$ cat config.mk
export PLATFORM = sky130hd
export DESIGN_NAME = instr_assembler_flat
export DESIGN_NICKNAME = d
export VERILOG_FILES = /design/src/rtl/instr_assembler_if.sv /design/src/rtl/instr_assembler.sv /design/src/flat_wrapper.sv
export SDC_FILE = /design/constraint.sdc
export NUM_CORES = 1
export LEC_CHECK = 0
export ABC_AREA = 1
export CORE_MARGIN = 2
export CORE_UTILIZATION = 33
export DETAILED_ROUTE_END_ITERATION = 8
export DONT_BUFFER_PORTS = 1
export PLACE_DENSITY = 0.48
export SYNTH_ARGS = -nofsm -noshare
export SYNTH_HDL_FRONTEND = slang
export SYNTH_SLANG_ARGS = --single-unit
$ cat constraint.sdc
create_clock -name clk -period 1.56 [get_ports clk]
set_input_delay 0.39 -clock clk [delete_from_list [all_inputs] [get_ports clk]]
set_output_delay 0.39 -clock clk [all_outputs]
set_load 0.01 [all_outputs]
$ cat src/rtl/instr_assembler_if.sv
// Instruction-field input channel and instruction-memory write channel of the assembler.
// The master drives session control and fields; the slave (assembler) drives the write port and status.
interface instr_assembler_if;
    logic        start;
    logic        in_valid;
    logic        in_ready;
    logic        in_last;
    logic [2:0]  op_sel;
    logic [4:0]  rs;
    logic [4:0]  rt;
    logic [4:0]  rd;
    logic [5:0]  funct;
    logic [15:0] imm;
    logic [25:0] target;
    logic        we_im;
    logic [5:0]  im_addr;
    logic [31:0] im_wd;
    logic [6:0]  count;
    logic        done;
    logic        err;

    modport master (
        output start, in_valid, in_last, op_sel, rs, rt, rd, funct, imm, target,
        input  in_ready, we_im, im_addr, im_wd, count, done, err
    );

    modport slave (
        input  start, in_valid, in_last, op_sel, rs, rt, rd, funct, imm, target,
        output in_ready, we_im, im_addr, im_wd, count, done, err
    );
endinterface

$ cat src/rtl/instr_assembler.sv
// Assembles MIPS-style instruction fields into 32-bit words and writes them
// sequentially into a 64-word instruction memory, one word per accepted transfer.
module instr_assembler (
    input  logic               clk,
    input  logic               rst,
    instr_assembler_if.slave   bus
);
    typedef enum logic [1:0] {
        ST_IDLE = 2'd0,
        ST_LOAD = 2'd1,
        ST_DONE = 2'd2
    } state_t;

    state_t      state_r;
    state_t      state_nxt_s;
    logic        in_ready_s;
    logic        accept_s;
    logic        invalid_s;
    logic        write_s;
    logic        final_s;
    logic [31:0] word_s;
    logic        we_im_r;
    logic [5:0]  im_addr_r;
    logic [31:0] im_wd_r;
    logic [6:0]  count_r;
    logic        done_r;
    logic        err_r;

    function automatic logic [31:0] encode_word(
        input logic [2:0]  op,
        input logic [4:0]  f_rs,
        input logic [4:0]  f_rt,
        input logic [4:0]  f_rd,
        input logic [5:0]  f_funct,
        input logic [15:0] f_imm,
        input logic [25:0] f_target
    );
        logic [31:0] w;
        case (op)
            3'd0:    w = {6'b000000, f_rs, f_rt, f_rd, 5'b00000, f_funct};
            3'd1:    w = {6'b001000, f_rs, f_rt, f_imm};
            3'd2:    w = {6'b000100, f_rs, f_rt, f_imm};
            3'd3:    w = {6'b000010, f_target};
            3'd4:    w = {6'b000011, f_target};
            3'd5:    w = {6'b101011, f_rs, f_rt, f_imm};
            3'd6:    w = {6'b100011, f_rs, f_rt, f_imm};
            default: w = 32'h0000_0000;
        endcase
        return w;
    endfunction

    // in_ready must drop in the very cycle start is seen, so it cannot be a register.
    assign in_ready_s = (state_r == ST_LOAD) && !bus.start && !rst;
    assign accept_s   = bus.in_valid && in_ready_s;
    assign invalid_s  = (bus.op_sel == 3'd7);
    assign write_s    = accept_s && !invalid_s;
    // count_r doubles as the write address; the 64th write ends the session before it can wrap.
    assign final_s    = accept_s && (bus.in_last || (!invalid_s && (count_r == 7'd63)));
    assign word_s     = encode_word(bus.op_sel, bus.rs, bus.rt, bus.rd, bus.funct, bus.imm, bus.target);

    // Session state register.
    always_ff @(posedge clk) begin
        if (rst) begin
            state_r <= ST_IDLE;
        end else begin
            state_r <= state_nxt_s;
        end
    end

    // Session next-state logic; start restarts from any state.
    always_comb begin
        state_nxt_s = state_r;
        case (state_r)
            ST_IDLE: begin
                if (bus.start) state_nxt_s = ST_LOAD;
                else           state_nxt_s = ST_IDLE;
            end
            ST_LOAD: begin
                if (bus.start)    state_nxt_s = ST_LOAD;
                else if (final_s) state_nxt_s = ST_DONE;
                else              state_nxt_s = ST_LOAD;
            end
            ST_DONE: begin
                if (bus.start) state_nxt_s = ST_LOAD;
                else           state_nxt_s = ST_DONE;
            end
            default: state_nxt_s = ST_IDLE;
        endcase
    end

    // Write port register: a registered write issues even if start arrives alongside it.
    always_ff @(posedge clk) begin
        if (rst) begin
            we_im_r   <= 1'b0;
            im_addr_r <= 6'd0;
            im_wd_r   <= 32'h0000_0000;
        end else begin
            we_im_r <= write_s;
            if (write_s) begin
                im_addr_r <= count_r[5:0];
                im_wd_r   <= word_s;
            end else begin
                im_addr_r <= im_addr_r;
                im_wd_r   <= im_wd_r;
            end
        end
    end

    // Session status: count, done and sticky err change together with the write they describe.
    always_ff @(posedge clk) begin
        if (rst) begin
            count_r <= 7'd0;
            done_r  <= 1'b0;
            err_r   <= 1'b0;
        end else if (bus.start) begin
            count_r <= 7'd0;
            done_r  <= 1'b0;
            err_r   <= 1'b0;
        end else begin
            if (write_s) count_r <= count_r + 7'd1;
            else         count_r <= count_r;
            if (accept_s && invalid_s) err_r <= 1'b1;
            else                       err_r <= err_r;
            if (final_s) done_r <= 1'b1;
            else         done_r <= done_r;
        end
    end

    assign bus.in_ready = in_ready_s;
    assign bus.we_im    = we_im_r;
    assign bus.im_addr  = im_addr_r;
    assign bus.im_wd    = im_wd_r;
    assign bus.count    = count_r;
    assign bus.done     = done_r;
    assign bus.err      = err_r;
endmodule

$ cat src/flat_wrapper.sv
// flat-port wrapper written by rule: the top's interface ports become plain ports
module instr_assembler_flat 
  (clk, rst, bus_start, bus_in_valid, bus_in_last, bus_op_sel, bus_rs, bus_rt, bus_rd, bus_funct, bus_imm, bus_target, bus_in_ready, bus_we_im, bus_im_addr, bus_im_wd, bus_count, bus_done, bus_err);
  instr_assembler_if bus_i ();
  input  logic clk;
  input  logic rst;
  input wire logic [$bits(bus_i.start)-1:0] bus_start;
  input wire logic [$bits(bus_i.in_valid)-1:0] bus_in_valid;
  input wire logic [$bits(bus_i.in_last)-1:0] bus_in_last;
  input wire logic [$bits(bus_i.op_sel)-1:0] bus_op_sel;
  input wire logic [$bits(bus_i.rs)-1:0] bus_rs;
  input wire logic [$bits(bus_i.rt)-1:0] bus_rt;
  input wire logic [$bits(bus_i.rd)-1:0] bus_rd;
  input wire logic [$bits(bus_i.funct)-1:0] bus_funct;
  input wire logic [$bits(bus_i.imm)-1:0] bus_imm;
  input wire logic [$bits(bus_i.target)-1:0] bus_target;
  output wire logic [$bits(bus_i.in_ready)-1:0] bus_in_ready;
  output wire logic [$bits(bus_i.we_im)-1:0] bus_we_im;
  output wire logic [$bits(bus_i.im_addr)-1:0] bus_im_addr;
  output wire logic [$bits(bus_i.im_wd)-1:0] bus_im_wd;
  output wire logic [$bits(bus_i.count)-1:0] bus_count;
  output wire logic [$bits(bus_i.done)-1:0] bus_done;
  output wire logic [$bits(bus_i.err)-1:0] bus_err;
  assign bus_i.start = bus_start;
  assign bus_i.in_valid = bus_in_valid;
  assign bus_i.in_last = bus_in_last;
  assign bus_i.op_sel = bus_op_sel;
  assign bus_i.rs = bus_rs;
  assign bus_i.rt = bus_rt;
  assign bus_i.rd = bus_rd;
  assign bus_i.funct = bus_funct;
  assign bus_i.imm = bus_imm;
  assign bus_i.target = bus_target;
  assign bus_in_ready = bus_i.in_ready;
  assign bus_we_im = bus_i.we_im;
  assign bus_im_addr = bus_i.im_addr;
  assign bus_im_wd = bus_i.im_wd;
  assign bus_count = bus_i.count;
  assign bus_done = bus_i.done;
  assign bus_err = bus_i.err;
  instr_assembler u_core (.clk(clk), .rst(rst), .bus(bus_i));
endmodule
Yosys cells after proc, flatten, opt, wreduce, memory -nomap -nowiden
Cells that the tools add are included.
{ "op_classes": {"addsub": 1, "multipliers": 0, "div": 0, "order_cmp": 0, "eq_ne": 10, "shift": 0, "mux": 6, "bitwise_logic": 0, "reduce_logical": 14} }
{ "op_table": {"columns": ["op", "count"], "rows": [
  ["one-hot mux 32 bit (7 select lines)", 1],
  ["equality test 3 bit, second input constant", 4],
  ["adder 7 x 1 -> 7 bit, second input constant", 1],
  ["equality test 7 x 6 -> 1 bit, second input constant", 1],
  ["logical AND 1 bit", 7],
  ["equality test 3 x 2 -> 1 bit, second input constant", 2],
  ["two-way mux 2 bit", 3],
  ["one-hot mux 2 bit (3 select lines)", 1],
  ["equality test 3 x 1 -> 1 bit, second input constant", 1],
  ["logical NOT 1 bit", 3],
  ["logical NOT 3 bit", 1],
  ["equality test 2 x 1 -> 1 bit, second input constant", 1],
  ["equality test 2 bit, second input constant", 1],
  ["logical NOT 2 bit", 1],
  ["OR reduction 2 bit", 1],
  ["logical OR 1 bit", 1],
  ["two-way mux 1 bit", 1]
]} }
{ "word_totals": {"ff_bits": 50, "latchBits": 0, "mem_bits_rw": 0, "romBits": 0, "inputBits": 71, "word_cells": 38, "memories": 0} }

Longest topological paths before layout
{ "logic_depth": {"word_depth": 8, "depth_mapped": 9} }

Worst setup path before layout
Ideal clock, no wire load.
{ "synth_timing": {"path_kind": "input-to-reg", "startpoint": "input rst", "endpoint": "register u_core.im_wd_r[16], in the netlist u_core.bus.im_wd[16]", "setup_ns": 0.112, "t_arrival_ns": 1.338, "required_time_ns": 1.448, "slack_ns": 0.111, "path_stages": 9, "n_path_buf": 1, "cell_sequence": "inv_1 -> nand2_1 -> nor2_2 -> nand3_2 -> inv_2 -> buf_2 -> nand2_1 -> nor2_1 -> nor2_1"} }
{ "synth_between": {"elab_chain_cells": 4} }
{ "synth_lines": {"columns": ["element", "line", "text"], "rows": [
  ["start, declared", "flat_wrapper.sv:6", "input logic rst;"],
  ["logical NOT 1 bit", "instr_assembler.sv:53", "assign in_ready_s = (state_r == ST_LOAD) && !bus.start && !rst;"],
  ["logical AND 1 bit", "instr_assembler.sv:53", null],
  ["via bus_in_ready", "flat_wrapper.sv:17", "output wire logic [$bits(bus_i.in_ready)-1:0] bus_in_ready;"],
  ["logical AND 1 bit", "instr_assembler.sv:54", "assign accept_s = bus.in_valid && in_ready_s;"],
  ["logical AND 1 bit", "instr_assembler.sv:56", "assign write_s = accept_s && !invalid_s;"],
  ["end signal, assigned", "instr_assembler.sv:101", "im_wd_r <= word_s;"],
  ["end signal, assigned", "instr_assembler.sv:104", "im_wd_r <= im_wd_r;"],
  ["end, declared", "instr_assembler.sv:24", "logic [31:0] im_wd_r;"]
]} }
The timed path passes the listed nets, and every way through them passes these cells.
A chain may end at the register's enable or synchronous reset.

Worst setup path after layout
{ "layout_timing": {"startpoint": "register u_core.state_r[0]", "endpoint": "output bus_in_ready"} }
{ "layout_between": {"elab_chain_cells": 3} }
{ "layout_lines": {"columns": ["element", "line", "text"], "rows": [
  ["start, declared", "instr_assembler.sv:14", "state_t state_r;"],
  ["start signal, assigned", "instr_assembler.sv:66", "state_r <= state_nxt_s;"],
  ["equality test 2 x 1 -> 1 bit", "instr_assembler.sv:53", null],
  ["logical AND 1 bit (2 in series)", "instr_assembler.sv:53", null],
  ["end, declared", "flat_wrapper.sv:17", null]
]} }
No other way between the ends.

==> impl_metrics.ini <==
[job]
drv_cap = 0

[global_route]
grt_remaining_overflow = 0
antenna_found_initial = 0
grt_pass1_wl_um = 10050
grt_max_degree = 50
first_global_vias = 2088
grtUsageTotal = 0.1503

[clock_network]
clock_sink_count = 49
cts_tree = built
cts.htree.levels = 2
cts.hold.buffers_added = 0
cts_made_buffers = 5
clock_tree.buffer_depth = 2
insertion_delay_ps = 290
post-cts-setup-buffers = 0
postCtsResizedCells = 0
clk_pin_slew_worst_setup_hold_paths_ps = 80
clockRootBuffer = clkbuf_8

[critical_path]
timing.reg2reg.setup_slack_ps = 180
required_ps = 1170
worst_ep_arrival_time_ps = 1040
critical_path.max_fanout = 4
worstSetupStartpointType = flop
crit_path_end_kind = output port
crit-reg2reg-capture = u_core.bus.im_wd[10]$_SDFFE_PP0P_
launch_point_of_the_worst_reg_to_reg_path = u_core.state_r[1]$_SDFF_PP0_
setup.worst_path.class = flop to output port
reg2reg_depth = 7

[synthesis]
netlist-cell-type-count = 23
synth_seq_area_share = 0.3970
synthesis.instances = 397
synth_area_sq_um = 2471
synth_seq_cells = 49
postSynthAreaPerCell_sq_um = 6.224
number_of_warnings_issued_by_yosys = 0
synth_fp_nets = 469

[floorplanning]
rows = 31
fp.dieW_um = 90.54
die_h_um = 90.54
pin_count = 120
fp.coreArea_sq_um = 7253
die_area_sq_um = 8197
initial_utilization = 0.3407

[sta]
sum_of_negative_setup_slack_ps = 0
whs_ps = 153.0
setup_repair_after_global_routing_missed_its_margin = false
hold_viol_final = 0
fin_worst_skew_ps = 4.248
max_clock_freq_mhz = 698.9
final_min_period_over_clock_period = 0.9171
finalSetupViolations = 0
layout_min_cycle_time_ps = 1431
finalMaxSlewViolations = 0

[route]
number_of_vias_per_cell_after_detailed_routing = 4.542
initialDrtViolationCount = 80
routed_wl_um = 6074
dr.pass1.iters = 4
drc = 0
num_vias = 2271
detail-route-antenna-nets = 0
routed_wire_length_per_instance_um = 12.15

[power]
p_leak_uw = 0.001251
p_comb_frac = 0.100
powerDensity_nw_per_um2 = 839.1
power.clock.fraction = 0.330
power_frac_seq = 0.570
worst_ir_drop_vdd_v = 0.0003021
power.net_switching_uw = 573.1
switching_share = 0.2508
internal-power_uw = 1712

[layout]
final_nets = 473
layout.filler_cells = 838
diodes = 0
layout-drive-gt1-share = 0.07731
syn2layout_area_growth_pct = 10.18

[worst_hold_path]
min_from = rst
hold_path_end = u_core.bus.im_addr[3]$_SDFFE_PP0P_
worst_hold_path.num_cells = 1
hold_path.class = primary input to flop

[placement]
gpl.final_weighted_congestion = 0.7469
dp.final_hpwl_um = 4509
port_buffers = 0

[status]
outcome = complete, no violations
layer usage:
metal	track usage	share of wire	wire [um]	vias to the layer above
li1	-	-	-	1210
met1	0.1778	0.43	2637	987
met2	0.2618	0.48	2892	68
met3	0.04591	0.078	473	6
met4	0.04231	0.012	70	0
met5	0	0	0	-
sequential cells by signal (all words and copies together), names as in the netlist:
signal / cells
u_core.bus.im_wd: 31
u_core.bus.we_im: 1
u_core.state_r: 2
u_core.bus.count: 7
u_core.bus.done: 1
u_core.bus.err: 1
u_core.bus.im_addr: 6
cells by family (layout without fill, tap and decap cells):
| group | Yosys count | in the layout | share of synthesized area |
|---|---|---|---|
| other | 1 | 1 | 0.001518 |
| buffers and inverters | 69 | 73 | 0.1165 |
| XOR/XNOR | 3 | 3 | 0.01063 |
| flip-flops | 49 | 49 | 0.3970 |
| adder cells (fa/ha/maj) | 1 | 1 | 0.005062 |
| AO/OA/AOI/OAI | 44 | 44 | 0.09367 |
| AND/OR/NAND/NOR | 230 | 230 | 0.3757 |
worst max path at each step:
stage	end	start
6_report	bus_in_ready	u_core.state_r[0]$_SDFF_PP0_
3_3_place_gp	u_core.bus.im_wd[10]$_SDFFE_PP0P_	bus_start
3_5_place_dp	u_core.bus.im_wd[10]$_SDFFE_PP0P_	rst
4_1_cts	bus_in_ready	u_core.state_r[0]$_SDFF_PP0_
5_1_grt	u_core.bus.im_wd[18]$_SDFFE_PP0P_	u_core.state_r[0]$_SDFF_PP0_
2_1_floorplan	u_core.bus.im_wd[16]$_SDFFE_PP0P_	rst
cell usage in the layout (no fill, tap or decap), drive strengths merged, types with 2 or more instances in the layout:
cell type    n
a21oi       37
and2         5
buf         15
clkbuf       7
dfxtp       49
inv         51
nand2      142
nand3       21
nand4        2
nor2        58
o21ai        7
xor2         2
Yosys cell counts:
library cell	count	share of area
nor2_2	4	0.010
nand2_2	1	0.0025
nand2_1	141	0.21
buf_4	5	0.015
buf_2	8	0.016
nor2_1	54	0.082
dfxtp_1	49	0.40
or2_2	1	0.0025
clkbuf_1	5	0.0076
xnor2_1	1	0.0035
inv_1	49	0.074
nand3_2	1	0.0041
nand3_1	20	0.041
xor2_1	2	0.0071
conb_1	1	0.0015
and2_1	5	0.013
nor3_1	1	0.0020
nand4_1	2	0.0051
o21ai_0	6	0.012
o21ai_4	1	0.0066
a21oi_1	37	0.075
inv_2	2	0.0030
ha_1	1	0.0051
critical path: stages, from the launching register on:
cell     delay, ps
dfxtp_1        350
nand2_1         90
nor2_2         140
buf_4          170
through the flow:
step	worst slack, ps	cell area (sq um)	utilization	instances	total power [uW]
after floorplan	110.6	2471	-	397	1510
after global placement	118.9	2636	0.3635	493	1564
after detailed placement	80.92	2636	0.3635	493	1566
after CTS	104.2	2723	0.3754	500	2333
after global routing	66.17	2723	0.3754	500	2410
final	129.3	2723	0.3754	500	2285
cell type report:
class | instances | area, sq um | share of cell area
multi-input cells | 279 | 1202 | 0.4416
flip-flops and latches | 49 | 980.9 | 0.3603
inverters | 51 | 191.4 | 0.07031
repair buffers | 15 | 137.6 | 0.05055
well taps | 99 | 123.9 | 0.04550
clock buffers | 7 | 86.33 | 0.03171
power groups by stage:
stage	registers (uW)	logic, uW	clock network (uW)
CTS	1300	235	795
global placement	1330	231	0
floorplan	1330	183	0
global route	1310	268	836
finish	1300	229	753
detailed placement	1330	234	0
Power figures use the tool's default switching activity.
